<file path="src/rtl/renkon_pkg.sv">
// rtl/renkon_pkg.sv - shared widths, FSM state type and helpers for the pooling stage
// Purpose: common definitions imported by pool_max, pool_max_row and pool_max_if.
//   DWIDTH  : signed pixel width
//   LWIDTH  : width of size/position counters
//   pool_state_t : S_IDLE / S_RUN / S_FLUSH
//   dmin()  : most negative DWIDTH value, used as the identity for masked max
package renkon_pkg;

  localparam int DWIDTH = 16;
  localparam int LWIDTH = 8;

  typedef enum logic [1:0] {
    S_IDLE  = 2'd0,
    S_RUN   = 2'd1,
    S_FLUSH = 2'd2
  } pool_state_t;

  function automatic logic signed [DWIDTH-1:0] dmin();
    dmin = {1'b1, {(DWIDTH-1){1'b0}}};
  endfunction

endpackage

</file>
<file path="src/rtl/pool_max_if.sv">
// rtl/pool_max_if.sv - window-in / pooled-value-out bus of the pooling stage
// Purpose: groups the data path handshake of pool_max.
//   in_valid    : pixel_in holds a valid window this cycle
//   pixel_in    : MAXLINE*MAXLINE signed elements, element (i,j) at index MAXLINE*i+j
//   out_valid   : pool_output valid this cycle
//   pool_output : signed pooled value
// Modports: master = window producer, slave = pool_max.
interface pool_max_if #(
  parameter int MAXLINE = 5
) ();
  import renkon_pkg::*;

  logic                                 in_valid;
  logic [MAXLINE*MAXLINE*DWIDTH-1:0]    pixel_in;
  logic                                 out_valid;
  logic signed [DWIDTH-1:0]             pool_output;

  modport master (
    output in_valid,
    output pixel_in,
    input  out_valid,
    input  pool_output
  );

  modport slave (
    input  in_valid,
    input  pixel_in,
    output out_valid,
    output pool_output
  );

endinterface

</file>
<file path="src/rtl/pool_max_row.sv">
// rtl/pool_max_row.sv - registered masked max of one window row
// Purpose: max over columns j < pool_size of one window row, captured when en is high.
//   clk, rst  : clock, synchronous active-high reset
//   en        : capture enable
//   row       : MAXLINE signed elements, element j at [j*DWIDTH +: DWIDTH], j=0 leftmost
//   pool_size : number of leading columns that take part
//   max_q     : registered masked max
module pool_max_row
  import renkon_pkg::*;
#(
  parameter int MAXLINE = 5
) (
  input  logic                        clk,
  input  logic                        rst,
  input  logic                        en,
  input  logic [MAXLINE*DWIDTH-1:0]   row,
  input  logic [LWIDTH-1:0]           pool_size,
  output logic signed [DWIDTH-1:0]    max_q
);

  logic signed [DWIDTH-1:0] max_d;

  // Columns outside the pool are replaced by the most negative value so they
  // can never win the comparison.
  always_comb begin
    max_d = dmin();
    for (int j = 0; j < MAXLINE; j++) begin
      if ((LWIDTH'(j) < pool_size) &&
          ($signed(row[j*DWIDTH +: DWIDTH]) > max_d)) begin
        max_d = $signed(row[j*DWIDTH +: DWIDTH]);
      end
    end
  end

  always_ff @(posedge clk) begin
    if (rst) begin
      max_q <= '0;
    end else if (en) begin
      max_q <= max_d;
    end
  end

endmodule

</file>
<file path="src/rtl/pool_max.sv">
// rtl/pool_max.sv - non-overlapping max-pooling stage after the line buffer
// Purpose: takes one MAXLINE x MAXLINE window per accepted cycle in raster order over an
//   img_size x img_size plane and emits the max of the top-left pool_size x pool_size
//   sub-window at stride pool_size. Partial pools at the right/bottom edges are dropped.
//   Fixed latency of 3 cycles from in_valid to out_valid.
// Ports:
//   clk, rst    : clock, synchronous active-high reset
//   pool_en     : start-of-frame pulse, latches img_size and pool_size (ignored unless idle)
//   img_size    : plane edge in window positions
//   pool_size   : pool edge 1..MAXLINE, also the stride
//   bus         : pool_max_if slave (in_valid, pixel_in, out_valid, pool_output)
//   busy        : high whenever the FSM is not idle
//   frame_end   : one-cycle pulse on the last flush cycle
// Configuration: define POOL_MAX_RELU_EN to clamp negative results to zero in the
//   output register (fused ReLU, latency unchanged).
module pool_max
  import renkon_pkg::*;
#(
  parameter int MAXLINE = 5
) (
  input  logic               clk,
  input  logic               rst,
  input  logic               pool_en,
  input  logic [LWIDTH-1:0]  img_size,
  input  logic [LWIDTH-1:0]  pool_size,
  pool_max_if.slave          bus,
  output logic               busy,
  output logic               frame_end
);

  localparam int LATENCY = 3;
  localparam logic [LWIDTH-1:0] ONE = LWIDTH'(1);

  pool_state_t       state;
  logic [LWIDTH-1:0] r_img;
  logic [LWIDTH-1:0] r_pool;
  logic [LWIDTH-1:0] r_col;
  logic [LWIDTH-1:0] r_row;
  logic [LWIDTH-1:0] r_cph;
  logic [LWIDTH-1:0] r_rph;
  logic [1:0]        r_flush;

  logic accept;
  logic emit;
  logic last_col;
  logic last_row;

  assign accept   = bus.in_valid && (state == S_RUN);
  assign emit     = accept && (r_cph == r_pool - ONE) && (r_rph == r_pool - ONE);
  assign last_col = (r_col == r_img - ONE);
  assign last_row = (r_row == r_img - ONE);

  // Control FSM with position/phase counters.
  always_ff @(posedge clk) begin
    if (rst) begin
      state     <= S_IDLE;
      busy      <= 1'b0;
      frame_end <= 1'b0;
      r_img     <= '0;
      r_pool    <= '0;
      r_col     <= '0;
      r_row     <= '0;
      r_cph     <= '0;
      r_rph     <= '0;
      r_flush   <= '0;
    end else begin
      case (state)
        S_IDLE: begin
          if (pool_en) begin
            r_img   <= img_size;
            r_pool  <= pool_size;
            r_col   <= '0;
            r_row   <= '0;
            r_cph   <= '0;
            r_rph   <= '0;
            r_flush <= '0;
            state   <= S_RUN;
            busy    <= 1'b1;
          end
        end
        S_RUN: begin
          if (accept) begin
            if (last_col) begin
              r_col <= '0;
              r_cph <= '0;
              r_rph <= (r_rph == r_pool - ONE) ? '0 : r_rph + ONE;
              if (last_row) begin
                r_row   <= '0;
                r_flush <= '0;
                state   <= S_FLUSH;
              end else begin
                r_row <= r_row + ONE;
              end
            end else begin
              r_col <= r_col + ONE;
              r_cph <= (r_cph == r_pool - ONE) ? '0 : r_cph + ONE;
            end
          end
        end
        S_FLUSH: begin
          // Three flush cycles so the last window drains; frame_end is raised
          // one cycle ahead so the registered pulse lands on the final cycle.
          r_flush <= r_flush + 2'd1;
          if (frame_end) begin
            frame_end <= 1'b0;
            busy      <= 1'b0;
            state     <= S_IDLE;
          end else if (r_flush == 2'(LATENCY - 2)) begin
            frame_end <= 1'b1;
          end
        end
        default: begin
          state     <= S_IDLE;
          busy      <= 1'b0;
          frame_end <= 1'b0;
        end
      endcase
    end
  end

  // Stage 1: per-row masked max, captured only for emitting windows.
  logic signed [DWIDTH-1:0] row_max [MAXLINE];
  logic                     v1;

  for (genvar i = 0; i < MAXLINE; i++) begin : g_row
    pool_max_row #(
      .MAXLINE (MAXLINE)
    ) u_row (
      .clk       (clk),
      .rst       (rst),
      .en        (emit),
      .row       (bus.pixel_in[i*MAXLINE*DWIDTH +: MAXLINE*DWIDTH]),
      .pool_size (r_pool),
      .max_q     (row_max[i])
    );
  end

  always_ff @(posedge clk) begin
    if (rst) begin
      v1 <= 1'b0;
    end else begin
      v1 <= emit;
    end
  end

  // Stage 2: masked max over the leading pool_size rows.
  logic signed [DWIDTH-1:0] m2;
  logic signed [DWIDTH-1:0] s2;
  logic                     v2;

  always_comb begin
    m2 = dmin();
    for (int i = 0; i < MAXLINE; i++) begin
      if ((LWIDTH'(i) < r_pool) && (row_max[i] > m2)) begin
        m2 = row_max[i];
      end
    end
  end

  always_ff @(posedge clk) begin
    if (rst) begin
      s2 <= '0;
      v2 <= 1'b0;
    end else begin
      v2 <= v1;
      if (v1) begin
        s2 <= m2;
      end
    end
  end

  // Stage 3: output register, optionally clamping negatives.
  logic signed [DWIDTH-1:0] s3_d;

  always_comb begin
`ifdef POOL_MAX_RELU_EN
    s3_d = s2[DWIDTH-1] ? '0 : s2;
`else
    s3_d = s2;
`endif
  end

  always_ff @(posedge clk) begin
    if (rst) begin
      bus.out_valid   <= 1'b0;
      bus.pool_output <= '0;
    end else begin
      bus.out_valid <= v2;
      if (v2) begin
        bus.pool_output <= s3_d;
      end
    end
  end

endmodule
</file>
<file path="src/flat_wrapper.sv">
// flat-port wrapper written by rule: the top's interface ports become plain ports
module pool_max_flat import renkon_pkg::*;
#(
  parameter int MAXLINE = 5
)
  (clk, rst, pool_en, img_size, pool_size, busy, frame_end, bus_in_valid, bus_pixel_in, bus_out_valid, bus_pool_output);
  pool_max_if #(.MAXLINE(MAXLINE)) bus_i ();
  input  logic clk;
  input  logic rst;
  input  logic pool_en;
  input  logic [LWIDTH-1:0] img_size;
  input  logic [LWIDTH-1:0] pool_size;
  output logic busy;
  output logic frame_end;
  input wire logic [$bits(bus_i.in_valid)-1:0] bus_in_valid;
  input wire logic [$bits(bus_i.pixel_in)-1:0] bus_pixel_in;
  output wire logic [$bits(bus_i.out_valid)-1:0] bus_out_valid;
  output wire logic [$bits(bus_i.pool_output)-1:0] bus_pool_output;
  assign bus_i.in_valid = bus_in_valid;
  assign bus_i.pixel_in = bus_pixel_in;
  assign bus_out_valid = bus_i.out_valid;
  assign bus_pool_output = bus_i.pool_output;
  pool_max #(.MAXLINE(MAXLINE)) u_core (.clk(clk), .rst(rst), .pool_en(pool_en), .img_size(img_size), .pool_size(pool_size), .bus(bus_i), .busy(busy), .frame_end(frame_end));
endmodule
</file>
<file path="config.mk">
export PLATFORM = sky130hd
export DESIGN_NAME = pool_max_flat
export DESIGN_NICKNAME = d
export VERILOG_FILES = /design/src/rtl/renkon_pkg.sv /design/src/rtl/pool_max_if.sv /design/src/rtl/pool_max_row.sv /design/src/rtl/pool_max.sv /design/src/flat_wrapper.sv
export SDC_FILE = /design/constraint.sdc
export NUM_CORES = 2
export LEC_CHECK = 0
export BUFFER_PORTS_ARGS = -buffer_cell sky130_fd_sc_hd__buf_2
export CAP_MARGIN = 20
export CORE_MARGIN = 2
export CORE_UTILIZATION = 51
export CTS_BUF_LIST = sky130_fd_sc_hd__clkbuf_8
export CTS_CLUSTER_SIZE = 25
export DETAILED_ROUTE_END_ITERATION = 6
export GPL_TIMING_DRIVEN = 0
export PLACE_DENSITY_LB_ADDON = 0.3
export SKIP_LAST_GASP = 1
export SLEW_MARGIN = 20
export SYNTH_ARGS = -nofsm -noshare
export SYNTH_HDL_FRONTEND = slang
export SYNTH_SLANG_ARGS = --single-unit
</file>
<file path="constraint.sdc">
create_clock -name clk -period 14.2 [get_ports clk]
set_input_delay 2.13 -clock clk [delete_from_list [all_inputs] [get_ports clk]]
set_output_delay 2.13 -clock clk [all_outputs]
set_load 0.005 [all_outputs]
</file>
Word-level counts from Yosys, hierarchy flattened:

Index checks and enable logic that the tools add are counted.

* register bits after elaboration: 169
* input bits: 420
* word-level logic and storage cells: 181

* add/subtract/negate cells: 7
* magnitude comparators: 35
* eq/ne operators: 12
* muxes and demuxes: 63
* bitwise gates (word level): 1
* reduce and logical (&&, ||, !) cells: 43

Operators with widths (number)
* $mux 16: 30
* $gt 16x16->1: 24
* $gt 16x16->1 const B: 6
* $mux 8: 12
* $pmux 8 s2: 4
* $logic_and 1x1->1: 33
* $add 8x1->8 const B: 4
* $eq 8x8->1: 4
* $mux 2: 9
* $lt 1x8->1 const A: 2
* $lt 2x8->1 const A: 2
* $sub 8x1->8 const B: 2
* $pmux 2 s3: 2
* $reduce_and 5->1: 2
* $lt 3x8->1 const A: 1
* $ne 2x1->1 const B: 4
* $reduce_and 3->1: 2
* $eq 2x1->1 const B: 2
* $mux 1: 4
* $reduce_and 4->1: 1
* $pmux 1 s3: 1
* $reduce_bool 3->1: 1
* $add 2x1->2 const B: 1
* $eq 2x2->1 const B: 1
* other kinds (7): 7

Longest topological paths before layout:

* depth after elaboration: 15
* gate-level depth with buffers: 65
* mapped depth without buffers: 57

Hierarchy:

From an unflattened synthesis, not the netlist that was laid out.

* cell total of the unflattened synthesis: 2959
* area total of the unflattened synthesis: 23279.8 µm²

By module, submodules not included
* pool_max_row (u_core.g_row[0].u_row ...): times used 4, cells each 429, area an instance 3367.0 µm²
* pool_max: times used 1, cells each 799, area an instance 6568.8 µm²
* pool_max_row (u_core.g_row[1].u_row): times used 1, cells each 444, area an instance 3243.1 µm²

Worst setup path after synthesis:

No wires, ideal clock.

* path type: input-to-reg
* start: input port bus_pixel_in[168]
* end: register u_core.g_row[2].u_row.max_q[10]
* library setup time: 0.129 ns
* data arrival time: 12.458 ns
* required time: 14.071 ns
* slack: 1.612 ns
* cell stages on the path: 63
* path through: nor4b_1 -> nand4_1 -> and2_1 -> clkbuf_1 -> clkbuf_1 -> nor2b_1 -> ha_1 -> nand4_1 -> nor4_1 -> a221oi_1 -> and4_1 -> buf_2 -> nor2_1 -> clkbuf_1 -> nand2_1 -> o21ai_0 -> inv_1 -> ha_1 -> [... 27 more ...] -> o21ai_0 -> ha_1 -> nor2b_1 -> o21a_1 -> o21a_1 -> o21ai_0 -> nand2b_1 -> a21oi_1 -> nor2b_1 -> o21ai_0 -> nand2b_1 -> a221oi_1 -> o211a_1 -> nor2b_1 -> clkbuf_1 -> clkbuf_1 -> a41oi_1 -> o31ai_1

* cells in the longest elaborated chain, start to end: 15

RTL lines
* start, declared: line flat_wrapper.sv:16 `input wire logic [$bits(bus_i.pixel_in)-1:0] bus_pixel_in;`
* $gt 16x16->1: line pool_max_row.sv:29 `($signed(row[j*DWIDTH +: DWIDTH]) > max_d)) begin`
* $logic_and 1x1->1: line pool_max_row.sv:28 `if ((LWIDTH'(j) < pool_size) &&`
* $mux 16 *: line pool_max_row.sv:28
* $gt 16x16->1: line pool_max_row.sv:29
* $logic_and 1x1->1: line pool_max_row.sv:28
* $mux 16 *: line pool_max_row.sv:28
* $gt 16x16->1: line pool_max_row.sv:29
* $logic_and 1x1->1: line pool_max_row.sv:28
* $mux 16 *: line pool_max_row.sv:28
* $gt 16x16->1: line pool_max_row.sv:29
* $logic_and 1x1->1: line pool_max_row.sv:28
* $mux 16 *: line pool_max_row.sv:28
* $gt 16x16->1: line pool_max_row.sv:29
* $logic_and 1x1->1: line pool_max_row.sv:28
* $mux 16 *: line pool_max_row.sv:28
* end signal, assigned: line pool_max_row.sv:39 `max_q <= max_d;`
* end, declared: line pool_max_row.sv:18 `output logic signed [DWIDTH-1:0] max_q`

Mark *: on every way between the ends. The rest lies on a longest branch, timed or not.
A chain may end at the register's enable or synchronous reset.

Worst setup path in the final report:

* start: input port bus_pixel_in[251]
* end: register u_core.g_row[3].u_row.max_q[11]

* cells in the longest elaborated chain, start to end: 15

RTL lines (line)
* $gt 16x16->1: pool_max_row.sv:29
* $logic_and 1x1->1: pool_max_row.sv:28
* $mux 16 *: pool_max_row.sv:28
* $gt 16x16->1: pool_max_row.sv:29
* $logic_and 1x1->1: pool_max_row.sv:28
* $mux 16 *: pool_max_row.sv:28
* $gt 16x16->1: pool_max_row.sv:29
* $logic_and 1x1->1: pool_max_row.sv:28
* $mux 16 *: pool_max_row.sv:28
* $gt 16x16->1: pool_max_row.sv:29
* $logic_and 1x1->1: pool_max_row.sv:28
* $mux 16 *: pool_max_row.sv:28
* $gt 16x16->1: pool_max_row.sv:29
* $logic_and 1x1->1: pool_max_row.sv:28
* $mux 16 *: pool_max_row.sv:28
* end signal, assigned: pool_max_row.sv:39
* end, declared: pool_max_row.sv:18

Marked as above.

==> results.txt <==
Once routing completed, OpenROAD measured the worst setup slack at 0.782 ns. The number of clock sinks seen by CTS came out at 169. The final non-filler cell total came out at 3748. The total congestion overflow after global routing is 0. The number of cells on the critical path came out at 60. After routing the design area is 0.0246 mm². The height of the die came out at 207 µm. The setup path with the least slack is of type in -> reg. The clock latency at the later pin of the worst-skew pair is 0.51 ns. The via count of the first global-routing pass came out at 22.1k. The final setup skew came out at 0.0365 ns. The cell area after placement is 0.0239 mm².

The total clock buffers created by CTS came out at 17. The cell count after synthesis came out at 2712. The layer flagged by global routing as most heavily used is met2. The share of post-route cells with drive strength above 1 came out at 0.200. The remaining routing DRC violations is 0.

The number of endpoints with negative hold slack in the final report is 0. The dominant cell type by area after synthesis is sky130_fd_sc_hd__ha_1. The total standard cell area after synthesis is 0.0211 mm².

The number of nets produced by synthesis is 3502. The count of cells along the worst register-to-register path is 58. The floorplan step set the die width to 207 µm. The deepest level of the CTS H-tree came out at 4. Setup violations remaining at the end of the flow were counted as 0. The number of synthesized flops with an enable pin is 0. Relative to the synthesized area, the layout overhead comes to 16.9%. TritonCTS built the clock tree.

Counting flops and latches in the post-synthesis netlist gives 169. The final route contains 22.3k vias. The total I/O pin count came out at 439. For this design, the slowest cell found on the critical path is sky130_fd_sc_hd__nor4_1. The first-pass detailed-route iteration total is 5.

The area of the placeable core came out at 0.0408 mm². The clock input transition at the sequential cells of the worst setup and hold paths came out at 0.12 ns. The worst-path maximum fanout came out at 10. At the worst endpoint, the required time is 14.62 ns.

The number of cells traversed by the worst hold path is 2. Wires add up to 71100 µm. The share of flip-flops with an asynchronous set or reset is 0. The critical path launch point type is a primary input.

The worst-case IR drop observed on VDD is 0.0693 mV. The worst hold path class is reg -> reg. In this run, placement finished with an instance count of 3682. The half-perimeter wire length of the detailed placement result is 60500 µm. The critical path contains buffers and inverters numbering 8 combined. The number of pins with negative max-slew slack in the final report was 0. The number of nets in the layout came out at 3966.

Data arrives at the worst endpoint at 13.84 ns. The quantity of hold-fixing buffers added after cts is 0. For this design the static power due to leakage is 11.9 nW.

The top achievable clock speed is 0.0745 GHz. Input and output buffers added on the ports amount to 437. The number of antenna-violating nets in the routed design is 0. The headroom to the max-slew limit came out at 0.274. The buffer depth of the longest clock path is 2. Dividing total power by cell area gives a power density of 117 mW/mm².

The flow ran to the end, and the final reports show no timing, DRC or antenna violations. The longest individual stage delay on the worst path is 0.50 ns. The cell type group with the largest total delay on the critical path is compound AO/OA/AOI/OAI gates. For this run, global-route usage on met2 was measured as 0.553. The all-layer global routing usage is 0.318. The sort of element at the end of the critical path is a flip-flop.

Of the post-synthesis cell area, the dominant cell type holds 0.220. The average cell area after synthesis is 7.76 µm². During synthesis, Yosys emitted a total of 0 warnings. The met3 track demand over resource came out at 0.0550.

The root buffer cell is sky130_fd_sc_hd__clkbuf_8. The count of maximum capacitance violations is 0. The first-iteration detailed-routing DRC count came out at 1432.

The number of antenna violations at the first check in global routing was 35. After synthesis, the cell types taking the most area are sky130_fd_sc_hd__ha_1 22%, sky130_fd_sc_hd__dfxtp_1 16%, sky130_fd_sc_hd__nand2_1 5.5%. The ratio of routed vias to standard cells came out at 5.96.

The worst-case setup slack after placement is -1.02 ns. Of the synthesized area, sequential elements account for 0.161. The area of the die came out at 0.0429 mm².

The number of placement rows came out at 74. Entering global routing, the biggest net connects 22 pins. The congestion estimate from routability-driven global placement came to 0.978. The first global-routing pass estimated 112000 µm of wire. The most common flop cell mapped by yosys is sky130_fd_sc_hd__dfxtp_1. The final period demand of the worst path is 13.42 ns. The initial utilization of the core area, before any placement, comes to 0.516.

The count of distinct cell types in the synthesized netlist is 93. The post-detailed-route wirelength per cell is 19.0 µm. The met1 capacity usage during global routing came out at 0.387.

At the pin with the least slew margin, the transition time is 1.08 ns. The fraction of the cycle the final worst path needs came out at 0.945.
report_power, final:
part / internal (mW) / total, mW / switching [mW] / leakage [nW]
clock: 0.140 / 0.373 / 0.233 / 0.213
sequential: 0.480 / 0.488 / 0.00794 / 1.36
combinational: 0.858 / 2.03 / 1.17 / 10.3
flip-flops by register name, summed over array words and instances (netlist names), 2 cells and up:
name                      count
u_core.g_row.u_row.max_q     80
u_core.r_cph                  8
u_core.r_img                  8
u_core.state                  2
u_core.r_pool                 8
u_core.r_flush                2
u_core.r_col                  8
u_core.bus.pool_output       16
u_core.r_rph                  8
u_core.r_row                  8
u_core.s2                    16
cells in the mapped netlist, drive strengths merged, types with 14 or more instances:
cell type,number
mux2,97
nand2b,34
nand3,78
nor3,24
a31oi,18
nand4,96
a41oi,14
buf,19
o211ai,17
nor4,27
a21oi,151
nor2,130
inv,253
clkbuf,82
o221ai,30
dfxtp,169
mux2i,91
xor2,50
nor2b,58
xnor2,40
ha,370
and3,32
a22oi,46
a21o,64
and4,21
o31ai,20
o21ai,222
nand2,307
path summary, 6_finish.rpt:
check	start	end	slack (ns)
worst max-delay path	bus_pixel_in[251]	u_core.g_row[3].u_row.max_q[11]	0.78
worst min-delay path	u_core.r_img[7]	u_core.r_img[7]	0.48
worst max register to register	u_core.r_pool[5]	u_core.g_row[1].u_row.max_q[8]	1.11
worst min register to register	u_core.r_img[7]	u_core.r_img[7]	0.48
metrics by stage:
stage	total power, mW	TNS, ns	hold WS, ns	utilization
finish	2.89	0	0.479	0.603
global route	3.15	-0.0115	0.511	0.603
CTS	2.85	0	0.480	0.597
detailed placement	2.46	-14.75	0.464	0.586
global placement	2.39	-9.31	0.457	0.585
floorplan	1.93	0	0.442	-
layout by cell type (no fill, tap or decap), types with 49 or more instances in the layout:
| master | count |
|---|---|
| sky130_fd_sc_hd__a21o_1 | 64 |
| sky130_fd_sc_hd__a21oi_1 | 150 |
| sky130_fd_sc_hd__buf_2 | 442 |
| sky130_fd_sc_hd__clkbuf_1 | 64 |
| sky130_fd_sc_hd__dfxtp_1 | 169 |
| sky130_fd_sc_hd__ha_1 | 370 |
| sky130_fd_sc_hd__inv_1 | 253 |
| sky130_fd_sc_hd__mux2_2 | 49 |
| sky130_fd_sc_hd__mux2i_1 | 88 |
| sky130_fd_sc_hd__nand2_1 | 306 |
| sky130_fd_sc_hd__nand3_1 | 77 |
| sky130_fd_sc_hd__nand4_1 | 92 |
| sky130_fd_sc_hd__nor2_1 | 126 |
| sky130_fd_sc_hd__nor2b_1 | 58 |
| sky130_fd_sc_hd__o21ai_0 | 187 |
| sky130_fd_sc_hd__xor2_1 | 50 |
kinds of logic after synthesis:
kind of cell | synth area share
AOI/OAI and AO/OA | 0.204
xor gates and xnor gates | 0.0374
adders and majority gates | 0.223
and+or+nand+nor | 0.209
buffers and inverters | 0.0663
muxes | 0.0996
DFF | 0.161
worst reg2reg max path, delay by kind of cell, from the launching register on:
| family | cells | cell delay, ns |
|---|---|---|
| AOI/OAI and AO/OA | 25 | 4.49 |
| adders and majority gates | 4 | 1.18 |
| buffers and inverters | 8 | 2.15 |
| DFF | 1 | 0.39 |
| muxes | 1 | 0.26 |
| and+or+nand+nor | 20 | 4.53 |
metal layers:
layer,vias up,part of all wire
met4,14,0.040
li1,10900,-
met3,163,0.068
met5,-,0.0012
met2,822,0.48
met1,10500,0.41
timing repair:
action	CTS	global route
buffers inserted	2	6
resized for setup	4	56
hold endpoints to repair	0	0
setup endpoints to repair	16	79
pin swaps	1	3
cell type report:
| class | instances | area [µm²] |
|---|---|---|
| multi-input combinational | 2189 | 16400 |
| tap | 532 | 666 |
| clock buffer | 17 | 234 |
| buffer | 100 | 475 |
| fill | 3777 | 16200 |
| antenna | 27 | 67.6 |
| sequential | 169 | 3380 |
| inverter | 253 | 950 |
| timing repair buffer | 446 | 2260 |
| clock inverter | 15 | 210 |
(Power assumes the default switching activity.)
